## config.mk

```make
export PLATFORM = sky130hd
export DESIGN_NAME = onekiwi_seq_flat
export DESIGN_NICKNAME = d
export VERILOG_FILES = /design/src/rtl/onekiwi_seq_if.sv /design/src/rtl/onekiwi_seq.sv /design/src/flat_wrapper.sv
export SDC_FILE = /design/constraint.sdc
export NUM_CORES = 1
export LEC_CHECK = 0
export BUFFER_PORTS_ARGS = -buffer_cell sky130_fd_sc_hd__buf_2
export CAP_MARGIN = 20
export CORE_MARGIN = 2
export CORE_UTILIZATION = 35
export CTS_BUF_LIST = sky130_fd_sc_hd__clkbuf_16
export DETAILED_ROUTE_END_ITERATION = 10
export SLEW_MARGIN = 20
export SYNTH_ARGS = -nofsm -noshare
export SYNTH_HDL_FRONTEND = slang
export SYNTH_SLANG_ARGS = --single-unit
```

## constraint.sdc

```tcl
create_clock -name clk -period 3.3 [get_ports clk]
set_input_delay 0.99 -clock clk [delete_from_list [all_inputs] [get_ports clk]]
set_output_delay 0.99 -clock clk [all_outputs]
set_load 0.01 [all_outputs]
```

## src/rtl/onekiwi_seq_if.sv

```systemverilog
// Bus bundle between the onekiwi sequencer and its ROM / ALU / debug environment.
// The master view belongs to the sequencer; the slave view belongs to the surroundings.
interface onekiwi_seq_if;
  logic       tick;
  logic [3:0] rom_addr;
  logic [7:0] rom_data;
  logic       rom_valid;
  logic [3:0] cmd;
  logic [3:0] imd;
  logic [3:0] a;
  logic [3:0] b;
  logic       ci;
  logic       alu_nrst;
  logic       wa;
  logic       wb;
  logic       wo;
  logic       jump;
  logic       co;
  logic [3:0] data;
  logic [3:0] out_port;
  logic       out_stb;
  logic [3:0] pc;
  logic [1:0] state;

  modport master (
    input  tick, rom_data, rom_valid, wa, wb, wo, jump, co, data,
    output rom_addr, cmd, imd, a, b, ci, alu_nrst, out_port, out_stb, pc, state
  );

  modport slave (
    output tick, rom_data, rom_valid, wa, wb, wo, jump, co, data,
    input  rom_addr, cmd, imd, a, b, ci, alu_nrst, out_port, out_stb, pc, state
  );
endinterface

```

## src/rtl/onekiwi_seq.sv

```systemverilog
// Fetch / wait / execute sequencer for a 4-bit TD4-style CPU: fetches one ROM word per
// accepted tick, hands the latched instruction to an external ALU and commits its results.
module onekiwi_seq (
  input  logic             clk,
  input  logic             rst,
  onekiwi_seq_if.master    bus
);

  typedef enum logic [1:0] {
    ST_FETCH = 2'b00,
    ST_WAIT  = 2'b01,
    ST_EXEC  = 2'b10,
    ST_ILL   = 2'b11
  } state_e;

  state_e     state_q, state_d;
  logic [7:0] ir_q, ir_d;
  logic [3:0] pc_q, pc_d;
  logic [3:0] a_q, a_d;
  logic [3:0] b_q, b_d;
  logic [3:0] out_q, out_d;
  logic       ci_q, ci_d;
  logic       stb_q, stb_d;
  logic       nrst_q, nrst_d;

  // FSM state register
  always_ff @(posedge clk) begin
    if (rst) begin
      state_q <= ST_FETCH;
    end else begin
      state_q <= state_d;
    end
  end

  // Next-state and commit logic; ALU strobes only matter in EXEC
  always_comb begin
    state_d = state_q;
    ir_d    = ir_q;
    pc_d    = pc_q;
    a_d     = a_q;
    b_d     = b_q;
    out_d   = out_q;
    ci_d    = ci_q;
    stb_d   = 1'b0;
    case (state_q)
      ST_FETCH: begin
        if (bus.tick) begin
          state_d = ST_WAIT;
        end else begin
          state_d = ST_FETCH;
        end
      end
      ST_WAIT: begin
        if (bus.rom_valid) begin
          ir_d    = bus.rom_data;
          state_d = ST_EXEC;
        end else begin
          state_d = ST_WAIT;
        end
      end
      ST_EXEC: begin
        state_d = ST_FETCH;
        if (bus.wa) begin
          a_d = bus.data;
        end else begin
          a_d = a_q;
        end
        if (bus.wb) begin
          b_d = bus.data;
        end else begin
          b_d = b_q;
        end
        if (bus.wo) begin
          out_d = bus.data;
          stb_d = 1'b1;
        end else begin
          out_d = out_q;
          stb_d = 1'b0;
        end
        ci_d = bus.co;
        if (bus.jump) begin
          pc_d = bus.data;
        end else begin
          pc_d = pc_q + 4'd1;
        end
      end
      default: begin
        state_d = ST_FETCH;
      end
    endcase
    nrst_d = (state_d == ST_EXEC);
  end

  // Architectural registers; reset wins over any pending commit
  always_ff @(posedge clk) begin
    if (rst) begin
      ir_q   <= 8'h00;
      pc_q   <= 4'h0;
      a_q    <= 4'h0;
      b_q    <= 4'h0;
      out_q  <= 4'h0;
      ci_q   <= 1'b0;
      stb_q  <= 1'b0;
      nrst_q <= 1'b0;
    end else begin
      ir_q   <= ir_d;
      pc_q   <= pc_d;
      a_q    <= a_d;
      b_q    <= b_d;
      out_q  <= out_d;
      ci_q   <= ci_d;
      stb_q  <= stb_d;
      nrst_q <= nrst_d;
    end
  end

  assign bus.rom_addr = pc_q;
  assign bus.cmd      = ir_q[7:4];
  assign bus.imd      = ir_q[3:0];
  assign bus.a        = a_q;
  assign bus.b        = b_q;
  assign bus.ci       = ci_q;
  assign bus.alu_nrst = nrst_q;
  assign bus.out_port = out_q;
  assign bus.out_stb  = stb_q;
  assign bus.pc       = pc_q;
  assign bus.state    = state_q;

endmodule

```

## src/flat_wrapper.sv

```systemverilog
// flat-port wrapper written by rule: the top's interface ports become plain ports
module onekiwi_seq_flat 
  (clk, rst, bus_tick, bus_rom_data, bus_rom_valid, bus_wa, bus_wb, bus_wo, bus_jump, bus_co, bus_data, bus_rom_addr, bus_cmd, bus_imd, bus_a, bus_b, bus_ci, bus_alu_nrst, bus_out_port, bus_out_stb, bus_pc, bus_state);
  onekiwi_seq_if bus_i ();
  input  logic clk;
  input  logic rst;
  input wire logic [$bits(bus_i.tick)-1:0] bus_tick;
  input wire logic [$bits(bus_i.rom_data)-1:0] bus_rom_data;
  input wire logic [$bits(bus_i.rom_valid)-1:0] bus_rom_valid;
  input wire logic [$bits(bus_i.wa)-1:0] bus_wa;
  input wire logic [$bits(bus_i.wb)-1:0] bus_wb;
  input wire logic [$bits(bus_i.wo)-1:0] bus_wo;
  input wire logic [$bits(bus_i.jump)-1:0] bus_jump;
  input wire logic [$bits(bus_i.co)-1:0] bus_co;
  input wire logic [$bits(bus_i.data)-1:0] bus_data;
  output wire logic [$bits(bus_i.rom_addr)-1:0] bus_rom_addr;
  output wire logic [$bits(bus_i.cmd)-1:0] bus_cmd;
  output wire logic [$bits(bus_i.imd)-1:0] bus_imd;
  output wire logic [$bits(bus_i.a)-1:0] bus_a;
  output wire logic [$bits(bus_i.b)-1:0] bus_b;
  output wire logic [$bits(bus_i.ci)-1:0] bus_ci;
  output wire logic [$bits(bus_i.alu_nrst)-1:0] bus_alu_nrst;
  output wire logic [$bits(bus_i.out_port)-1:0] bus_out_port;
  output wire logic [$bits(bus_i.out_stb)-1:0] bus_out_stb;
  output wire logic [$bits(bus_i.pc)-1:0] bus_pc;
  output wire logic [$bits(bus_i.state)-1:0] bus_state;
  assign bus_i.tick = bus_tick;
  assign bus_i.rom_data = bus_rom_data;
  assign bus_i.rom_valid = bus_rom_valid;
  assign bus_i.wa = bus_wa;
  assign bus_i.wb = bus_wb;
  assign bus_i.wo = bus_wo;
  assign bus_i.jump = bus_jump;
  assign bus_i.co = bus_co;
  assign bus_i.data = bus_data;
  assign bus_rom_addr = bus_i.rom_addr;
  assign bus_cmd = bus_i.cmd;
  assign bus_imd = bus_i.imd;
  assign bus_a = bus_i.a;
  assign bus_b = bus_i.b;
  assign bus_ci = bus_i.ci;
  assign bus_alu_nrst = bus_i.alu_nrst;
  assign bus_out_port = bus_i.out_port;
  assign bus_out_stb = bus_i.out_stb;
  assign bus_pc = bus_i.pc;
  assign bus_state = bus_i.state;
  onekiwi_seq u_core (.clk(clk), .rst(rst), .bus(bus_i));
endmodule
```

==> summary.txt <==
CTS root buffer: clkbuf_16
Multi-input combinational cell area: 502 um^2
Arrival @ worst endpoint: 1020 ps
N_diodes: 0
Worst slew margin: 64.6%
Crit-path max cell delay: 540 ps
RR Endpoint: u_core.bus.pc[0]
I/O Pins: 54
DP Cell Count: 205
YS warnings: 0
Prevailing post-synth register cell: dfxtp_1
Pleak: 0.841 nW
Layout Cells excl Fill: 213
Worst Hold End: u_core.bus.ci
DRT iter0 DRCs: 54
Min Tclk post-route: 2010 ps
Status: completed
Adder-Cell Fraction of Synth Area: 1.08%
Final Hold Fails: 0
Worst-skew pair later-pin latency: 270 ps
Final net count: 190
Crit path buffers/inverters: 1
Worst Tran Pin Value: 529 ps
Post-CTS setup repair buffer count: 0
Die Span X: 61.5 um
Post-Synth Simple-Gate Area: 19.7%
CP Max Fanout: 11
# resized after CTS: 0
GRT overflow: 0
R2R cell count: 3
Number of flops mapped to enable cells by yosys: 0
Top delay family on crit path: flip-flops
Worst VDD drop: 0.000368 V
Largest family of logic cells by synthesized area: simple AND/OR/NAND/NOR gates
Hold path cells: 2
Initial Util: 37.3%
Max_cap viols: 0
Largest net degree at the start of global routing: 30
Routed WL: 2530 um
FFs w/ async S/R, synth: 0%
Stages on worst setup path: 1
Min-delay src: u_core.bus.ci
Critical path, cell by cell: buf_2
Vias per Instance: 4.59
Yosys top cell area share: 50.2%
H-tree depth: 2
All-Layer GR Usage: 15.1%
RR Startpoint: u_core.bus.state[1]
Register area: 581 um^2
Setup violations, final: 0
Synthesized flop and latch total: 29
DRC Markers: 0
Most common cell in the netlist: dfxtp_1
DIE AREA: 3780 um^2
Fin Setup TNS: 0 ps
Routed Antenna Nets: 0
Num CTS Buffers: 5
Reg2reg setup slack: 1830 ps
Die height: 61.5 um
Tcrit/Tclk final: 61.0%
Power Density: 589 nW/um^2
Synthesized area per cell: 9.64 um^2
Synth Area in Compound Gates: 6.16%
Sequential share of the synthesized area: 50.2%
Fin. max-slew vios: 0
Vias in the first global route: 897
Area Overhead vs Synth: 35.9%
CP required: 2310 ps
GPL Wtd Cong: 0.751
Kind of critical path: reg2out
Synth cell count leaders: dfxtp_1 (29), nor2_1 (20), mux2i_1 (19), a21oi_1 (8), nand2_1 (6)
Syn Inst Count: 120
DR vias: 978
Top post-synthesis cells by area: dfxtp_1 (50%), mux2i_1 (16%), nor2_1 (6.5%)
Post-DP HPWL: 1860 um
Unique masters post-synth: 25
Hold WC Path Type: reg2reg
Slowest CP cell: dfxtp_1
Core area: 3100 um^2
Max Freq: 497 MHz
Post-Synth XOR/XNOR Area: 0%
Clock-pin slew on the worst setup and hold paths: 50 ps
Initial antenna violation count: 0
CTS tree: yes
First-pass GRT wire length: 4000 um
Port bufs: 53
RSZ-0062 raised after global routing: no
Pre-antenna DRT Iters: 3
Dominant cell type by area after synthesis: dfxtp_1
Mapped Area: 1160 um^2
Layout cells sized above 1: 36.1%
Startpoint types: flip-flop
Multiplexer share of the synthesized area: 16.4%
WL per Instance: 11.9 um
Layout fillers: 322
Clock Path Buffers: 2
Clock sinks: 29
Critical Path Sink Type: output pin
Site Rows: 20
Hold_buf cts: 0
Post-Synthesis Net Count: 142
Clk_skew: 4.57 ps
[per-layer routing]
layer | global-route usage, % | part of all wire [%] | up-vias
li1 | - | - | 498
met1 | 17.0 | 43 | 440
met2 | 23.5 | 46 | 35
met3 | 8.61 | 8.7 | 5
met4 | 6.38 | 1.7 | 0
met5 | 0 | 0 | -
[worst min-delay path: stages, from the launching register on]
cell and delay (ps):
dfxtp_1 300, nand2_1 50, a21oi_1 50
[worst max path at each step]
stage	end	slack, ps	from
finish	bus_state[1]	1290	u_core.bus.state[1]
global route	bus_state[1]	1240	u_core.bus.state[1]
CTS	bus_state[1]	1280	u_core.bus.state[1]
detailed placement	u_core.ir_q[0]	1320	bus_rom_valid
global placement	u_core.ir_q[7]	1400	bus_rom_valid
floorplan	u_core.bus.pc[3]	1470	bus_jump
[cell families (layout without fill, tap and decap cells)]
| group | count (synthesis) | in the layout |
|---|---|---|
| AOI/OAI and AO/OA | 13 | 13 |
| adders and majority gates | 1 | 1 |
| buffers and inverters | 13 | 62 |
| DFF | 29 | 29 |
| muxes | 19 | 19 |
| and+or+nand+nor | 45 | 45 |
[through the flow]
| stage | power [mW] | worst slack (ps) | hold WS [ps] | area, um^2 | util (%) |
|---|---|---|---|---|---|
| 3_5_place_dp | 0.435 | 1320 | 446 | 1410 | 45.3 |
| 5_1_grt | 0.966 | 1240 | 470 | 1570 | 50.7 |
| 3_3_place_gp | 0.433 | 1400 | 441 | 1410 | 45.3 |
| 4_1_cts | 0.939 | 1280 | 453 | 1570 | 50.7 |
| 2_1_floorplan | 0.410 | 1470 | 481 | 1160 | - |
| 6_report | 0.927 | 1290 | 448 | 1570 | 50.7 |
[report_power, final]
group / total (mW) / internal [mW] / switching (mW)
sequential: 0.367 / 0.360 / 0.00760
clock: 0.500 / 0.352 / 0.148
combinational: 0.0599 / 0.0285 / 0.0315
total: 0.927 / 0.740 / 0.187
[final cells by class]
class,count,area share [%]
Timing Repair Buffer,53,16.9
Tap cell,44,3.50
Inverter,1,0.239
Multi-Input combinational cell,78,31.9
Clock inverter,3,2.63
Sequential cell,29,36.9
Clock buffer,5,7.96
[state kept, by name, indices dropped and copies added, names as in the netlist]
signal and count:
u_core.bus.alu_nrst 1, u_core.bus.state 2, u_core.bus.b 4, u_core.bus.out_stb 1, u_core.bus.pc 4, u_core.bus.ci 1, u_core.bus.out_port 4, u_core.ir_q 8
u_core.bus.a 4
[layout by cell type (no fill, tap or decap), drive strengths merged]
cell type	count
nand2	6
a31oi	1
nor2b	1
nand3	4
bufinv	1
mux2i	19
a211oi	2
ha	1
dfxtp	29
nor3b	1
nor2	20
or4	1
clkinvlp	1
nor3	3
and2	1
buf	53
clkinv	1
nand2b	2
nand3b	5
inv	1
a21oi	8
o21ai	2
and4b	1
clkbuf	5
Power figures use the tool's default switching activity.
